File: config.mk
export PLATFORM = sky130hd
export DESIGN_NAME = shift_seq_ctrl_flat
export DESIGN_NICKNAME = d
export VERILOG_FILES = /design/src/rtl/shift_seq_pkg.sv /design/src/rtl/shift_seq_ctrl_if.sv /design/src/rtl/shift_bitcnt.sv /design/src/rtl/shift_seq_ctrl.sv /design/src/flat_wrapper.sv
export SDC_FILE = /design/constraint.sdc
export NUM_CORES = 1
export LEC_CHECK = 0
export ABC_AREA = 0
export ABC_CLOCK_PERIOD_IN_PS = 1710
export CAP_MARGIN = 20
export CORE_MARGIN = 2
export CORE_UTILIZATION = 45
export DETAILED_ROUTE_END_ITERATION = 8
export PLACE_DENSITY_LB_ADDON = 0.25
export SLEW_MARGIN = 0
export SYNTH_ARGS = -nofsm -noshare
export SYNTH_HDL_FRONTEND = slang
export SYNTH_SLANG_ARGS = --single-unit
export TNS_END_PERCENT = 5
File: constraint.sdc
create_clock -name clk -period 1.71 [get_ports clk]
set_input_delay 0.171 -clock clk [delete_from_list [all_inputs] [get_ports clk]]
set_output_delay 0.171 -clock clk [all_outputs]
set_load 0.01 [all_outputs]
File: src/rtl/shift_seq_pkg.sv
// Shared types and constants for the shift-register sequencer.
// Holds the FSM state encoding, the register shift codes and the counter-width helper.
package shift_seq_pkg;

    typedef enum logic [1:0] {
        IDLE  = 2'd0,
        LOAD  = 2'd1,
        SHIFT = 2'd2,
        CAPT  = 2'd3
    } state_t;

    localparam logic [1:0] SH_HOLD  = 2'b00;
    localparam logic [1:0] SH_RIGHT = 2'b01;
    localparam logic [1:0] SH_LEFT  = 2'b10;

    // Bit-counter width; never below one bit so a degenerate NBITS=1 still builds.
    function automatic int unsigned cnt_width(input int unsigned n);
        return (n > 1) ? $clog2(n) : 1;
    endfunction

endpackage

File: src/rtl/shift_seq_ctrl_if.sv
// Client-side handshake of the sequencer.
// Carries start/dir/load_data towards the controller and busy/done/rx_data back to the client.
interface shift_seq_ctrl_if #(
    parameter int unsigned NBITS = 8
);
    logic             start;
    logic             dir;
    logic [NBITS-1:0] load_data;
    logic             busy;
    logic             done;
    logic [NBITS-1:0] rx_data;

    modport master (
        output start, dir, load_data,
        input  busy, done, rx_data
    );

    modport slave (
        input  start, dir, load_data,
        output busy, done, rx_data
    );
endinterface

File: src/rtl/shift_bitcnt.sv
// Clearable up-counter that flags the last bit of a transfer.
// tc_c is high while the count equals NBITS-1.
module shift_bitcnt
    import shift_seq_pkg::*;
#(
    parameter int unsigned NBITS = 8
) (
    input  logic clk,
    input  logic rst,
    input  logic clear,
    input  logic en,
    output logic tc_c
);
    localparam int unsigned CW = cnt_width(NBITS);

    logic [CW-1:0] count;

    always_ff @(posedge clk) begin
        if (rst) begin
            count <= '0;
        end else if (clear) begin
            count <= '0;
        end else if (en) begin
            count <= count + CW'(1);
        end
    end

    assign tc_c = (count == CW'(NBITS - 1));

endmodule

File: src/rtl/shift_seq_ctrl.sv
// Sequencer for an external parallel/serial shift register: load, NBITS shifts, capture.
// The register sits beside this block; this block only drives its control inputs.
module shift_seq_ctrl
    import shift_seq_pkg::*;
#(
    parameter int unsigned NBITS = 8
) (
    input  logic             clk,
    input  logic             rst,
    shift_seq_ctrl_if.slave  bus,
    input  logic             ser_in,
    output logic             ser_out,
    output logic [1:0]       sh_shift,
    output logic             sh_datain,
    output logic [NBITS-1:0] sh_regin,
    input  logic [NBITS-1:0] sh_regout,
    input  logic             sh_dataout
);
    state_t           state;
    logic             dir_q;
    logic [NBITS-1:0] data_q;
    logic [NBITS-1:0] rx_q;
    logic             done_q;
    logic             tc_c;
    logic             cnt_clear_c;
    logic             cnt_en_c;

    assign cnt_clear_c = (state == LOAD);
    assign cnt_en_c    = (state == SHIFT);

    shift_bitcnt #(
        .NBITS (NBITS)
    ) u_bitcnt (
        .clk   (clk),
        .rst   (rst),
        .clear (cnt_clear_c),
        .en    (cnt_en_c),
        .tc_c  (tc_c)
    );

    // Sequencing FSM; request fields are latched once so later input changes cannot leak in.
    always_ff @(posedge clk) begin
        if (rst) begin
            state  <= IDLE;
            dir_q  <= 1'b0;
            data_q <= '0;
            rx_q   <= '0;
            done_q <= 1'b0;
        end else begin
            done_q <= 1'b0;
            unique case (state)
                IDLE: begin
                    if (bus.start) begin
                        dir_q  <= bus.dir;
                        data_q <= bus.load_data;
                        state  <= LOAD;
                    end
                end
                LOAD:  state <= SHIFT;
                SHIFT: begin
                    if (tc_c) begin
                        state <= CAPT;
                    end
                end
                CAPT: begin
                    rx_q   <= sh_regout;
                    done_q <= 1'b1;
                    state  <= IDLE;
                end
                default: state <= IDLE;
            endcase
        end
    end

    // Register control decode; outside LOAD the register is fed its own value so it holds.
    always_comb begin
        sh_shift  = SH_HOLD;
        sh_regin  = sh_regout;
        sh_datain = 1'b0;
        ser_out   = 1'b0;
        unique case (state)
            LOAD: sh_regin = data_q;
            SHIFT: begin
                sh_shift  = dir_q ? SH_LEFT : SH_RIGHT;
                sh_datain = ser_in;
                ser_out   = sh_dataout;
            end
            default: ;
        endcase
    end

    assign bus.busy    = (state != IDLE);
    assign bus.done    = done_q;
    assign bus.rx_data = rx_q;

endmodule
File: src/flat_wrapper.sv
// flat-port wrapper written by rule: the top's interface ports become plain ports
module shift_seq_ctrl_flat import shift_seq_pkg::*;
#(
    parameter int unsigned NBITS = 8
)
  (clk, rst, ser_in, ser_out, sh_shift, sh_datain, sh_regin, sh_regout, sh_dataout, bus_start, bus_dir, bus_load_data, bus_busy, bus_done, bus_rx_data);
  shift_seq_ctrl_if #(.NBITS(NBITS)) bus_i ();
  input  logic clk;
  input  logic rst;
  input  logic ser_in;
  output logic ser_out;
  output logic [1:0] sh_shift;
  output logic sh_datain;
  output logic [NBITS-1:0] sh_regin;
  input  logic [NBITS-1:0] sh_regout;
  input  logic sh_dataout;
  input wire logic [$bits(bus_i.start)-1:0] bus_start;
  input wire logic [$bits(bus_i.dir)-1:0] bus_dir;
  input wire logic [$bits(bus_i.load_data)-1:0] bus_load_data;
  output wire logic [$bits(bus_i.busy)-1:0] bus_busy;
  output wire logic [$bits(bus_i.done)-1:0] bus_done;
  output wire logic [$bits(bus_i.rx_data)-1:0] bus_rx_data;
  assign bus_i.start = bus_start;
  assign bus_i.dir = bus_dir;
  assign bus_i.load_data = bus_load_data;
  assign bus_busy = bus_i.busy;
  assign bus_done = bus_i.done;
  assign bus_rx_data = bus_i.rx_data;
  shift_seq_ctrl #(.NBITS(NBITS)) u_core (.clk(clk), .rst(rst), .bus(bus_i), .ser_in(ser_in), .ser_out(ser_out), .sh_shift(sh_shift), .sh_datain(sh_datain), .sh_regin(sh_regin), .sh_regout(sh_regout), .sh_dataout(sh_dataout));
endmodule
==> summary.txt <==
Critical path
  – R2r worst-path depth: 7
  – Worst flop-to-flop path startpoint: u_core.state[0]
  – Kind of critical path: reg2out
  – Crit-path cells: inv_2, ha_4, buf_4, mux2_2, clkbuf_2
  – Crit path required time: 1.54 ns
  – CP Depth: 5
  – Slowest stage delay, CP: 0.35 ns
  – CP bufs+invs: 3
  – Top delay family on crit path: flip-flops
  – Crit path max-delay cell type: dfxtp_2
  – Startpoint Class: flip-flop
  – Critical path data arrival time: about 1.5 ns
  – Endpoint class of the critical path: output port
  – RR Endpoint: u_core.data_q[6]
  – Crit path max fanout: 4
  – FF-to-FF setup slack: 0.32 ns

Power
  – Clock Power Share: 0.135
  – Comb power frac: 0.510
  – Worst vdd ir: between 0.7 and 0.8 mV
  – Reg power frac: 0.356
  – Pwr Total: around 1.9 mW
  – Leak: between 0.6 and 0.7 nW
  – Sw Share: 0.359
  – Pwr dens: between 1000 and 1500 nW/um^2
  – Net Switching: a little under 700 uW
  – Internal power: between 1 and 1.5 mW

Floorplanning
  – I/O pin total: 44
  – Core Rows: 17
  – Starting density of the core: 0.473
  – Die X: around 52 um
  – Die H: around 52 um
  – Core Region: approximately 2200 um^2
  – DIE AREA: ~2700 um^2

Layout
  – Diodes inserted: 0
  – Final design utilization: 0.700
  – Storage cell area: between 400 and 500 um^2
  – Design area: 1550 um^2
  – Fin cells: 188
  – Fraction of layout cells with a size suffix above 1: 0.256
  – Area occupied by multi-input gates: roughly 540 um^2
  – Nets@finish: between 150 and 200
  – Area growth syn-to-layout: 47.8%
  – Fillers: about 180

Min path
  – Hold Startpoint: bus_load_data[4]
  – Hold depth: 3
  – Worst Hold End: u_core.data_q[4]
  – Hold crit path type: in2reg

GRT
  – Pin count of the biggest net entering global routing: 14
  – Gr ovfl total: 0
  – Number of antenna violations at the first check in global routing: 0
  – First-pass GRT wire length: around 4000 um
  – Vias in the first global route: slightly above 900
  – Tot GR Track Use: 0.200

Clocking
  – Clk root buf: clkbuf_4
  – Htree depth: 1
  – Setup Fix Bufs, Post-CTS: 0
  – CTS tree: built
  – Worst-path clk slew: about 0.13 ns
  – Max Root-Sink Buffers: 2
  – Sink Count: 23
  – Hold buffers post-CTS: 0
  – Clk Latency, worst-skew pair: between 0.3 and 0.4 ns
  – Num CTS Buffers: 3

Route
  – Antenna Violating Nets Remaining: 0
  – 1st-iter DRT viols: 7
  – Wire length per cell: approximately 13 um
  – DRC violations left: 0
  – Via count: around 950
  – First-pass iteration count of the detailed router: 4
  – WL final: between 2000 and 2500 um
  – Via-per-instance ratio: 5.07

Timing
  – RSZ-0062 raised after global routing: true
  – Final setup margin: between 0.06 and 0.07 ns
  – Final Hold Vio Count: 0
  – Rel. slew slack: 0.862
  – Final period utilization: 0.962
  – Slew Viols, Final: 0
  – Clock Skews: a little over 0.01 ns
  – Fin crit period: 1.65 ns
  – Worst-Margin Slew: 0.206 ns
  – F_max: ~610 MHz
  – Setup violations, final: 0

Yosys
  – Top post-synthesis cells by count: 23 x dfxtp_1, 11 x mux2i_1, 11 x nand2_1, 9 x a21oi_1, 9 x nand3_1
  – Post-Syn Nets: roughly 140
  – Avg Inst Size Synth: 9.61 um^2
  – #FFs+latches synth: 23
  – Post-Syn Instances: approximately 110
  – Number of synthesized flops with an enable pin: 0
  – Largest cells by area after synthesis: dfxtp_1 44%, mux2i_1 11%, mux2_2 8.6%, ha_1 7.2%, a21oi_1 4.3%
  – Most common cell in the synthesized netlist: dfxtp_1
  – Predominant post-synthesis flop cell: dfxtp_1
  – Synth Warn #: 0
  – Cell Area, Synth: 1050 um^2
  – Post-synth top area share: 0.440
  – Count of cell types in the netlist: 20
  – Sequential fraction of the synthesis area: 0.440
  – Dominant cell type by area after synthesis: dfxtp_1
  – Post-synth ARST share: 0

Placement
  – Quantity of I/O buffers inserted on ports: 43
  – Area after DPL: around 1600 um^2
  – Placer Congestion: 0.782
  – DP Cell Count: roughly 180
  – DP HPWL: 1820 um
  – Setup WS pre-CTS: approximately 0.023 ns

Run
  – # Max-Cap Violations: 0

Outcome
  – Status: finished, final reports clean
==> placed cells by master, fill, tap and decap left out, types with 2 or more instances in the layout <==
cell type,count
a21oi_1,9
and2_1,3
buf_4,10
clkbuf_2,10
clkbuf_4,3
clkdlybuf4s50_1,30
dfxtp_1,21
dfxtp_2,2
dlygate4sd2_1,2
ha_1,4
inv_1,3
inv_2,2
mux2_2,8
mux2i_1,11
nand2_1,11
nand3_1,9
nor2_1,8
nor2b_1,2
nor3_1,3
==> how the worst max path moves through the flow <==
stage / start / to / slack, ns
after floorplan: u_core.state[1] / sh_regin[1] / 0.48
after global routing: u_core.state[0] / sh_shift[1] / -0.02
after CTS: u_core.state[1] / sh_regin[6] / -0.17
after detailed placement: u_core.state[1] / sh_regin[6] / 0.02
after global placement: u_core.state[1] / sh_regin[6] / 0.06
final: u_core.state[1] / sh_regin[1] / 0.06
==> per-layer routing <==
metal  routed length, um  global-route usage  vias up
met3                 125              0.0429        8
met5                   0                   0        -
met4                  69              0.0983        0
met2                1140               0.342       31
met1                1050               0.236      445
li1                    -                   -      469
==> flip-flops by register name (all words and copies together) (netlist names) <==
| name | count |
|---|---|
| u_core.bus.rx_data | 8 |
| u_core.data_q | 8 |
| u_core.u_bitcnt.count | 3 |
| u_core.state | 2 |
| u_core.bus.done | 1 |
| u_core.dir_q | 1 |
==> metrics by stage <==
stage	hold slack [ns]	setup TNS, ns
after floorplan	0.243	0
after global placement	0.441	0
after detailed placement	0.447	0
after CTS	0.386	-1.32
after global routing	0.385	-0.0192
final	0.389	0
==> logic make-up after synthesis <==
kind of cell | count (synthesis) | synth area share
compound gates | 11 | 0.0681
flops | 23 | 0.440
fa+ha+maj | 6 | 0.0717
buf+inv | 12 | 0.0597
mux | 19 | 0.191
xor+xnor | 1 | 0.00836
simple gates | 37 | 0.161
==> tightest hold or removal path, stage by stage <==
cell and delay (ns):
clkdlybuf4s50_1 0.40, nand3_1 0.06, a21oi_1 0.05
==> cell type report <==
| cell class | instances | area share |
|---|---|---|
| inverter | 5 | 0.0121 |
| multi-input combinational | 74 | 0.348 |
| tap | 28 | 0.0226 |
| clock inverter | 1 | 0.00323 |
| timing repair buffer | 54 | 0.300 |
| clock buffer | 3 | 0.0146 |
| sequential | 23 | 0.299 |
==> power groups by stage <==
stage | Sequential [mW] | Combinational (mW) | Clock, mW
after floorplan | 0.693 | 0.571 | 0
after global placement | 0.680 | 1.03 | 0
after CTS | 0.674 | 0.991 | 0.268
after global routing | 0.698 | 1.09 | 0.292
after detailed placement | 0.685 | 1.05 | 0
final | 0.685 | 0.981 | 0.259
==> repair_timing <==
action                                  in CTS  in global routing
cloned                                       0                  0
endpoints found under the setup margin      13                 12
resized for setup                           15                 26
Note: power is estimated with default switching activity, not from simulation.
